`src/rtl/b10_vote_tx.sv`:
```
// Vote-code frame transmitter with acknowledge timeout, bounded retries and a sticky error flag.
// Optional feature: define B10_VOTE_TX_PARITY_EN to append an even-parity bit to each frame.
module b10_vote_tx #(
    parameter int TIMEOUT   = 15,
    parameter int MAX_RETRY = 3
) (
    input  logic       clock,
    input  logic       reset_n,
    input  logic       start,
    input  logic [3:0] vote,
    input  logic       rx_ack,
    output logic       tx_req,
    output logic       tx_data,
    output logic       busy,
    output logic       done,
    output logic       err
);

`ifdef B10_VOTE_TX_PARITY_EN
    localparam logic [2:0] LAST_BIT = 3'd5;
`else
    localparam logic [2:0] LAST_BIT = 3'd4;
`endif

    localparam logic [7:0] TMO_LAST  = 8'(TIMEOUT - 1);
    localparam logic [3:0] RETRY_MAX = 4'(MAX_RETRY);

    typedef enum logic [2:0] {
        S_IDLE     = 3'd0,
        S_SEND     = 3'd1,
        S_WAIT_ACK = 3'd2,
        S_GAP      = 3'd3,
        S_DONE     = 3'd4,
        S_FAIL     = 3'd5
    } state_t;

    state_t     state_r;
    logic [3:0] vote_r;
    logic [2:0] bit_idx_r;
    logic [7:0] tmo_cnt_r;
    logic [3:0] retry_r;

    function automatic logic even_parity(input logic [3:0] v);
        return ^v;
    endfunction

    // Frame layout: index 0 is the start bit, 1..4 carry vote[3] down to vote[0], 5 is parity.
    function automatic logic frame_bit(input logic [3:0] v, input logic [2:0] idx);
        logic b;
        case (idx)
            3'd0:    b = 1'b1;
            3'd1:    b = v[3];
            3'd2:    b = v[2];
            3'd3:    b = v[1];
            3'd4:    b = v[0];
            3'd5:    b = even_parity(v);
            default: b = 1'b0;
        endcase
        return b;
    endfunction

    // Controller FSM; outputs are registered alongside the state they belong to.
    always_ff @(posedge clock or negedge reset_n) begin
        if (!reset_n) begin
            state_r   <= S_IDLE;
            vote_r    <= 4'd0;
            bit_idx_r <= 3'd0;
            tmo_cnt_r <= 8'd0;
            retry_r   <= 4'd0;
            tx_req    <= 1'b0;
            tx_data   <= 1'b0;
            busy      <= 1'b0;
            done      <= 1'b0;
            err       <= 1'b0;
        end else begin
            done <= 1'b0;
            case (state_r)
                S_IDLE: begin
                    if (start) begin
                        state_r   <= S_SEND;
                        vote_r    <= vote;
                        err       <= 1'b0;
                        retry_r   <= 4'd0;
                        bit_idx_r <= 3'd0;
                        tmo_cnt_r <= 8'd0;
                        tx_req    <= 1'b1;
                        tx_data   <= 1'b1;
                        busy      <= 1'b1;
                    end else begin
                        tx_req  <= 1'b0;
                        tx_data <= 1'b0;
                        busy    <= 1'b0;
                    end
                end
                S_SEND: begin
                    tx_req <= 1'b1;
                    busy   <= 1'b1;
                    if (bit_idx_r == LAST_BIT) begin
                        state_r   <= S_WAIT_ACK;
                        tx_data   <= 1'b0;
                        tmo_cnt_r <= 8'd0;
                    end else begin
                        bit_idx_r <= bit_idx_r + 3'd1;
                        tx_data   <= frame_bit(vote_r, bit_idx_r + 3'd1);
                    end
                end
                S_WAIT_ACK: begin
                    busy    <= 1'b1;
                    tx_data <= 1'b0;
                    // An acknowledge arriving on the timeout cycle still counts as success.
                    if (rx_ack) begin
                        state_r <= S_DONE;
                        tx_req  <= 1'b0;
                        done    <= 1'b1;
                    end else if (tmo_cnt_r == TMO_LAST) begin
                        tx_req <= 1'b0;
                        if (retry_r < RETRY_MAX) begin
                            retry_r <= retry_r + 4'd1;
                            state_r <= S_GAP;
                        end else begin
                            state_r <= S_FAIL;
                            err     <= 1'b1;
                        end
                    end else begin
                        tx_req    <= 1'b1;
                        tmo_cnt_r <= tmo_cnt_r + 8'd1;
                    end
                end
                S_GAP: begin
                    state_r   <= S_SEND;
                    bit_idx_r <= 3'd0;
                    tmo_cnt_r <= 8'd0;
                    tx_req    <= 1'b1;
                    tx_data   <= 1'b1;
                    busy      <= 1'b1;
                end
                S_DONE: begin
                    state_r <= S_IDLE;
                    tx_req  <= 1'b0;
                    tx_data <= 1'b0;
                    busy    <= 1'b0;
                end
                S_FAIL: begin
                    state_r <= S_IDLE;
                    tx_req  <= 1'b0;
                    tx_data <= 1'b0;
                    busy    <= 1'b0;
                end
                default: begin
                    state_r <= S_IDLE;
                    tx_req  <= 1'b0;
                    tx_data <= 1'b0;
                    busy    <= 1'b0;
                    err     <= 1'b0;
                end
            endcase
        end
    end

endmodule

```
`config.mk`:
```
export PLATFORM = sky130hd
export DESIGN_NAME = b10_vote_tx
export DESIGN_NICKNAME = d
export VERILOG_FILES = /design/src/rtl/b10_vote_tx.sv
export SDC_FILE = /design/constraint.sdc
export NUM_CORES = 1
export LEC_CHECK = 0
export ABC_AREA = 1
export CAP_MARGIN = 10
export CORE_ASPECT_RATIO = 0.6
export CORE_UTILIZATION = 25
export CTS_BUF_LIST = sky130_fd_sc_hd__clkbuf_4 sky130_fd_sc_hd__clkbuf_8
export CTS_CLUSTER_SIZE = 16
export DETAILED_ROUTE_END_ITERATION = 7
export PLACE_DENSITY_LB_ADDON = 0.12
export SLEW_MARGIN = 20
export SYNTH_ARGS = -nofsm -noshare
export SYNTH_HDL_FRONTEND = slang
export SYNTH_SLANG_ARGS = --single-unit
```
`constraint.sdc`:
```
create_clock -name clock -period 1.4 [get_ports clock]
set_input_delay 0.28 -clock clock [delete_from_list [all_inputs] [get_ports clock]]
set_output_delay 0.28 -clock clock [all_outputs]
set_load 0.005 [all_outputs]
```
### Word-level counts from Yosys, hierarchy flattened

Cells that the tools add are included.

* register bits after elaboration: 27
* latch bits: 0
* RAM bits: 0
* ROM bits: 0
* bits of input ports: 8
* output and inout bits: 5
* logic and storage cells: 85
* memories: 0

* $add $sub $neg: 3
* multipliers: 0
* div/mod/pow operators: 0
* $lt $le $gt $ge: 1
* eq/ne operators: 21
* shift-type cells: 0
* muxes and demuxes: 34
* bitwise operators: 1
* reduce and logical (&&, ||, !) cells: 15

Operators by type and width (number)
* $mux 8: 4
* $pmux 8 s4: 1
* $mux 3: 7
* $mux 4: 4
* $ne 2x2->1 const B: 8
* $eq 3x3->1 const B: 5
* $reduce_and 5->1: 3
* $eq 3x2->1 const B: 4
* $pmux 3 s4: 1
* $mux 1: 10
* $pmux 1 s3: 3
* $pmux 3 s3: 1
* $add 8x1->8 const B: 1
* $eq 8x4->1 const B: 1
* $pmux 4 s2: 1
* $eq 3x1->1 const B: 2
* $logic_not 3->1: 2
* $pmux 1 s6: 1
* $reduce_and 3->1: 2
* $add 4x1->4 const B: 1
* $lt 4x2->1 const B: 1
* $reduce_bool 4->1: 1
* $reduce_or 4->1: 1
* $reduce_xor 4->1: 1
* 9 further kinds: 9

### Longest topological paths before layout

* depth in word-level cells: 5
* gate-level depth with buffers: 10
* gate-level depth less buffers: 10

### Worst setup path after synthesis

OpenSTA, ideal clock, no wires.

* path kind: register to register
* from: register bit_idx_r[0]
* to: register tx_data
* setup time: 0.116 ns
* arrival: 1.166 ns
* data required time: 1.284 ns
* path slack: 0.118 ns
* cell stages (with the launch flop): 10
* path buffers: 0
* period minus slack after synthesis: 1.282 ns
* cells stage by stage: dfrtp_1 -> inv_1 -> ha_1 -> a21o_1 -> nand2_1 -> nand2_1 -> nor2_1 -> nand2_1 -> nand2_1 -> nand2_1

* word-level cells in the longest chain between the ends: 5
* elaborated cells on any way between the ends: 11
* classes of those cells: add/sub (1); eq/ne (6); mux (3); reduce/logical (1)

RTL lines
* start, declared: line 39 `logic [2:0] bit_idx_r;`
* start signal, assigned: line 103 `bit_idx_r <= bit_idx_r + 3'd1;`
* $add 3x1->3: line 104 `tx_data <= frame_bit(vote_r, bit_idx_r + 3'd1);`
* $eq 3x3->1 (tied with other cells): line 50 `case (idx)`
* $pmux 1 s6: line 50
* $mux 1 *: line 98 `if (bit_idx_r == LAST_BIT) begin`
* $pmux 1 s3 *: line 77 `case (state_r)`
* end signal, assigned: line 104
* end, declared: line 13 `output logic tx_data,`

Mark *: on every way between the ends. The rest lies on a longest branch, timed or not.
A chain may end at the register's enable or synchronous reset.

### Worst setup path after layout

* from: register state_r[1]
* to: register tmo_cnt_r[3]

* word-level cells in the longest chain between the ends: 3
* elaborated cells on any way between the ends: 11
* classes of those cells: eq/ne (7); mux (1); reduce/logical (3)

RTL lines
* start, declared: line 37 `state_t state_r;`
* start signal, assigned: line 65 `state_r <= S_IDLE;`
* start signal, assigned: line 80 `state_r <= S_SEND;`
* start signal, assigned: line 99 `state_r <= S_WAIT_ACK;`
* $eq 3x2->1 (tied with other cells): line 77
* $reduce_bool 4->1 (no source line) / $ne 2x2->1 (equally long branches)
* $reduce_and 5->1 (no source line)
* end signal, assigned: line 126 `tmo_cnt_r <= tmo_cnt_r + 8'd1;`
* end, declared: line 40 `logic [7:0] tmo_cnt_r;`

Several ways; a longest one is shown, not always the timed one.

==> impl_metrics.env <==
export IMPL_via_per_inst=4.01
export IMPL_antenna_found_initial=0
export IMPL_htree_levels=1
export IMPL_ys_warnings_count=0
export IMPL_rr_endpoint="tmo_cnt_r[3]"
export IMPL_yosysSeqAreaShare_pct=42.2
export IMPL_status="completed"
export IMPL_holdWs_ps=356
export IMPL_syn_cell_area_sq_um=1600
export IMPL_leakage_uw=0.00121
export IMPL_dp_hpwl_microns=2860
export IMPL_synth_fp_nets=223
export IMPL_final_cell_mix="nand2_1 (51), buf_4 (35), dfrtp_1 (24), inv_1 (19), nand3_1 (15)"
export IMPL_fin_skew_ps=4.61
export IMPL_worstReg2RegStart="state_r[1]"
export IMPL_slew_headroom_pct=82.6
export IMPL_diodes=0
export IMPL_area_delta_synth_final_pct=47.8
export IMPL_worstSkewPairLatency_ps=270
export IMPL_startpoint="state_r[1]"
export IMPL_final_nets=278
export IMPL_cp_slowest_cell="dfrtp_2"
export IMPL_grt_max_degree=28
export IMPL_cts_tree="built"
export IMPL_numPortBuffers=12
export IMPL_rsz0062_at_grt="true"
export IMPL_slowest_delay_ps=480
export IMPL_grt_first_pass_wirelength_microns=6330
export IMPL_endpoint_kind="flop"
export IMPL_wl_microns=3800
export IMPL_cts_hold_buf=0
export IMPL_path_cells="inv_4 > nor3_4 > nand2_2 > inv_4 > nor2_4 > nand2_1 > nand2_1"
export IMPL_gp_congestion=0.779
export IMPL_period_minus_slack_ps=1390
export IMPL_post_synth_top_area_cell="dfrtp_1"
export IMPL_min_path_type="primary input to async pin"
export IMPL_drive_gt1_share_pct=38.1
export IMPL_synth_area_leaders="dfrtp_1 (42%), nand2_1 (15%), ha_1 (7.0%), inv_1 (6.1%), nand3_1 (5.0%)"
export IMPL_crit_fanout=5
export IMPL_cts_path_max_buffers=2
export IMPL_post_dp_cell_area_sq_um=2030
export IMPL_initial_utilization_pct=26.1
export IMPL_r2r_cells=7
export IMPL_drtPass1Iterations=4
export IMPL_dieWidth_microns=105
export IMPL_root_buffer="clkbuf_8"
export IMPL_reg2reg_setup_slack_ps=5
export IMPL_period_share_pct=99.6
export IMPL_std_cell_rows=22
export IMPL_die_h_microns=64.0
export IMPL_cp_endpoint="tmo_cnt_r[3]"
export IMPL_required_ps=1570
export IMPL_grt_overflow=0
export IMPL_hold_viol=0
export IMPL_avgSynthCellArea_sq_um=7.77
export IMPL_grt_use_total_pct=12.4
export IMPL_clock_sinks=27
export IMPL_core_area_sq_um=6140
export IMPL_fillCellCount=648
export IMPL_drc=0
export IMPL_clock_fmax_mhz=717
export IMPL_final_cell_area_sq_um=2370
export IMPL_numCtsBuffers=3
export IMPL_finalSetupViolCount=0
export IMPL_worst_pin_slew_ps=260
export IMPL_ir_drop_mv=0.748
export IMPL_drv_cap=0
export IMPL_die_area_sq_um=6740
export IMPL_cp_arrival_ps=1560
export IMPL_setup_tns_ps=0
export IMPL_synth_top_area_share_pct=42.2
export IMPL_start_kind="flop"
export IMPL_synth_seq_cells=27
export IMPL_initialDrtViolationCount=38
export IMPL_dr_total_vias=1381
export IMPL_drv_slew=0
export IMPL_criticalPathCategory="flop to flop"
export IMPL_seqCellArea_sq_um=679
export IMPL_ys_types=23
export IMPL_multi_input_area_sq_um=991
export IMPL_final_common_cell="nand2_1"
export IMPL_wl_per_cell_microns=11.0
export IMPL_clk_pin_slew_ps=100
export IMPL_power_per_cell_area_nw_per_um2=1830
export IMPL_syn_instance_count=206
export IMPL_ios=13
export IMPL_drtAntennaViolNets=0
export IMPL_grt_pass1_vias=1256
==> cells by family after synthesis <==
kind of cell / synth area share [%]
and+or+nand+nor: 32.0
DFF: 42.2
xor gates and xnor gates: 3.83
adders and majority gates: 7.04
buffers and inverters: 6.88
AOI/OAI and AO/OA: 5.94
muxes: 2.11
==> what timing repair did <==
action | in CTS | in global routing
setup buffers | 2 | 9
resized for setup | 10 | 54
gates cloned | 1 | 0
pin swaps | 0 | 14
setup endpoints to repair | 11 | 29
hold endpoints to repair | 0 | 0
==> state kept, by name, indices dropped and copies added, names as in the netlist <==
| register | count |
|---|---|
| bit_idx_r | 3 |
| busy | 1 |
| done | 1 |
| err | 1 |
| retry_r | 4 |
| state_r | 3 |
| tmo_cnt_r | 8 |
| tx_data | 1 |
| tx_req | 1 |
| vote_r | 4 |
==> critical path: cells and delay by family, from the launching register on <==
| family | cells | cell delay [ps] |
|---|---|---|
| and+or+nand+nor | 5 | 630 |
| DFF | 1 | 480 |
| buffers and inverters | 2 | 180 |
==> metal layers <==
metal  vias to the layer above  GRT usage, %  routed length [microns]
li1                        750             -                        -
met1                       609          20.4                     2220
met2                        20          15.5                     1390
met3                         2          3.37                      163
met4                         0          2.11                       25
met5                         -             0                        0
==> report_power, final <==
| group | internal, uW | switching (uW) | total (uW) |
|---|---|---|---|
| clock network | 200 | 249 | 449 |
| logic | 1250 | 1390 | 2650 |
| registers | 995 | 234 | 1230 |
| total | 2450 | 1880 | 4320 |
==> area by class of cell <==
type,count,share of cell area [%]
Tap cell,84,4.44
Inverter,29,5.13
Timing Repair Buffer,49,17.9
Sequential cell,27,28.7
Multi-Input combinational cell,151,41.9
Clock buffer,3,1.75
Clock inverter,1,0.212
==> synthesized netlist by cell type (all sizes together) <==
library cell / count
xnor2: 5
nor2: 27
nor3: 1
inv: 28
nand4: 1
a21oi: 5
nand3: 17
xor2: 2
clkinv: 1
nand2: 68
dfrtp: 27
o21ai: 11
mux2: 3
a21o: 1
ha: 9
==> metrics by stage <==
stage               setup slack [ps]  cells  total power, uW  utilization (%)
global placement                -203    328             3240             33.1
CTS                            -2.59    335             3800             34.7
floorplan                        118    206             2420                -
detailed placement              -220    328             3220             33.1
global route                   -85.0    344             4700             38.5
finish                          5.38    344             4320             38.5
==> how the worst min path moves through the flow <==
| stage | startpoint | end | slack (ps) |
|---|---|---|---|
| floorplan | reset_n | bit_idx_r[0] | -20 |
| global placement | retry_r[2] | retry_r[2] | 450 |
| detailed placement | retry_r[2] | retry_r[2] | 450 |
| CTS | reset_n | tmo_cnt_r[6] | 350 |
| global route | reset_n | tmo_cnt_r[6] | 360 |
| finish | reset_n | tmo_cnt_r[6] | 360 |
Power figures use the tool's default switching activity.
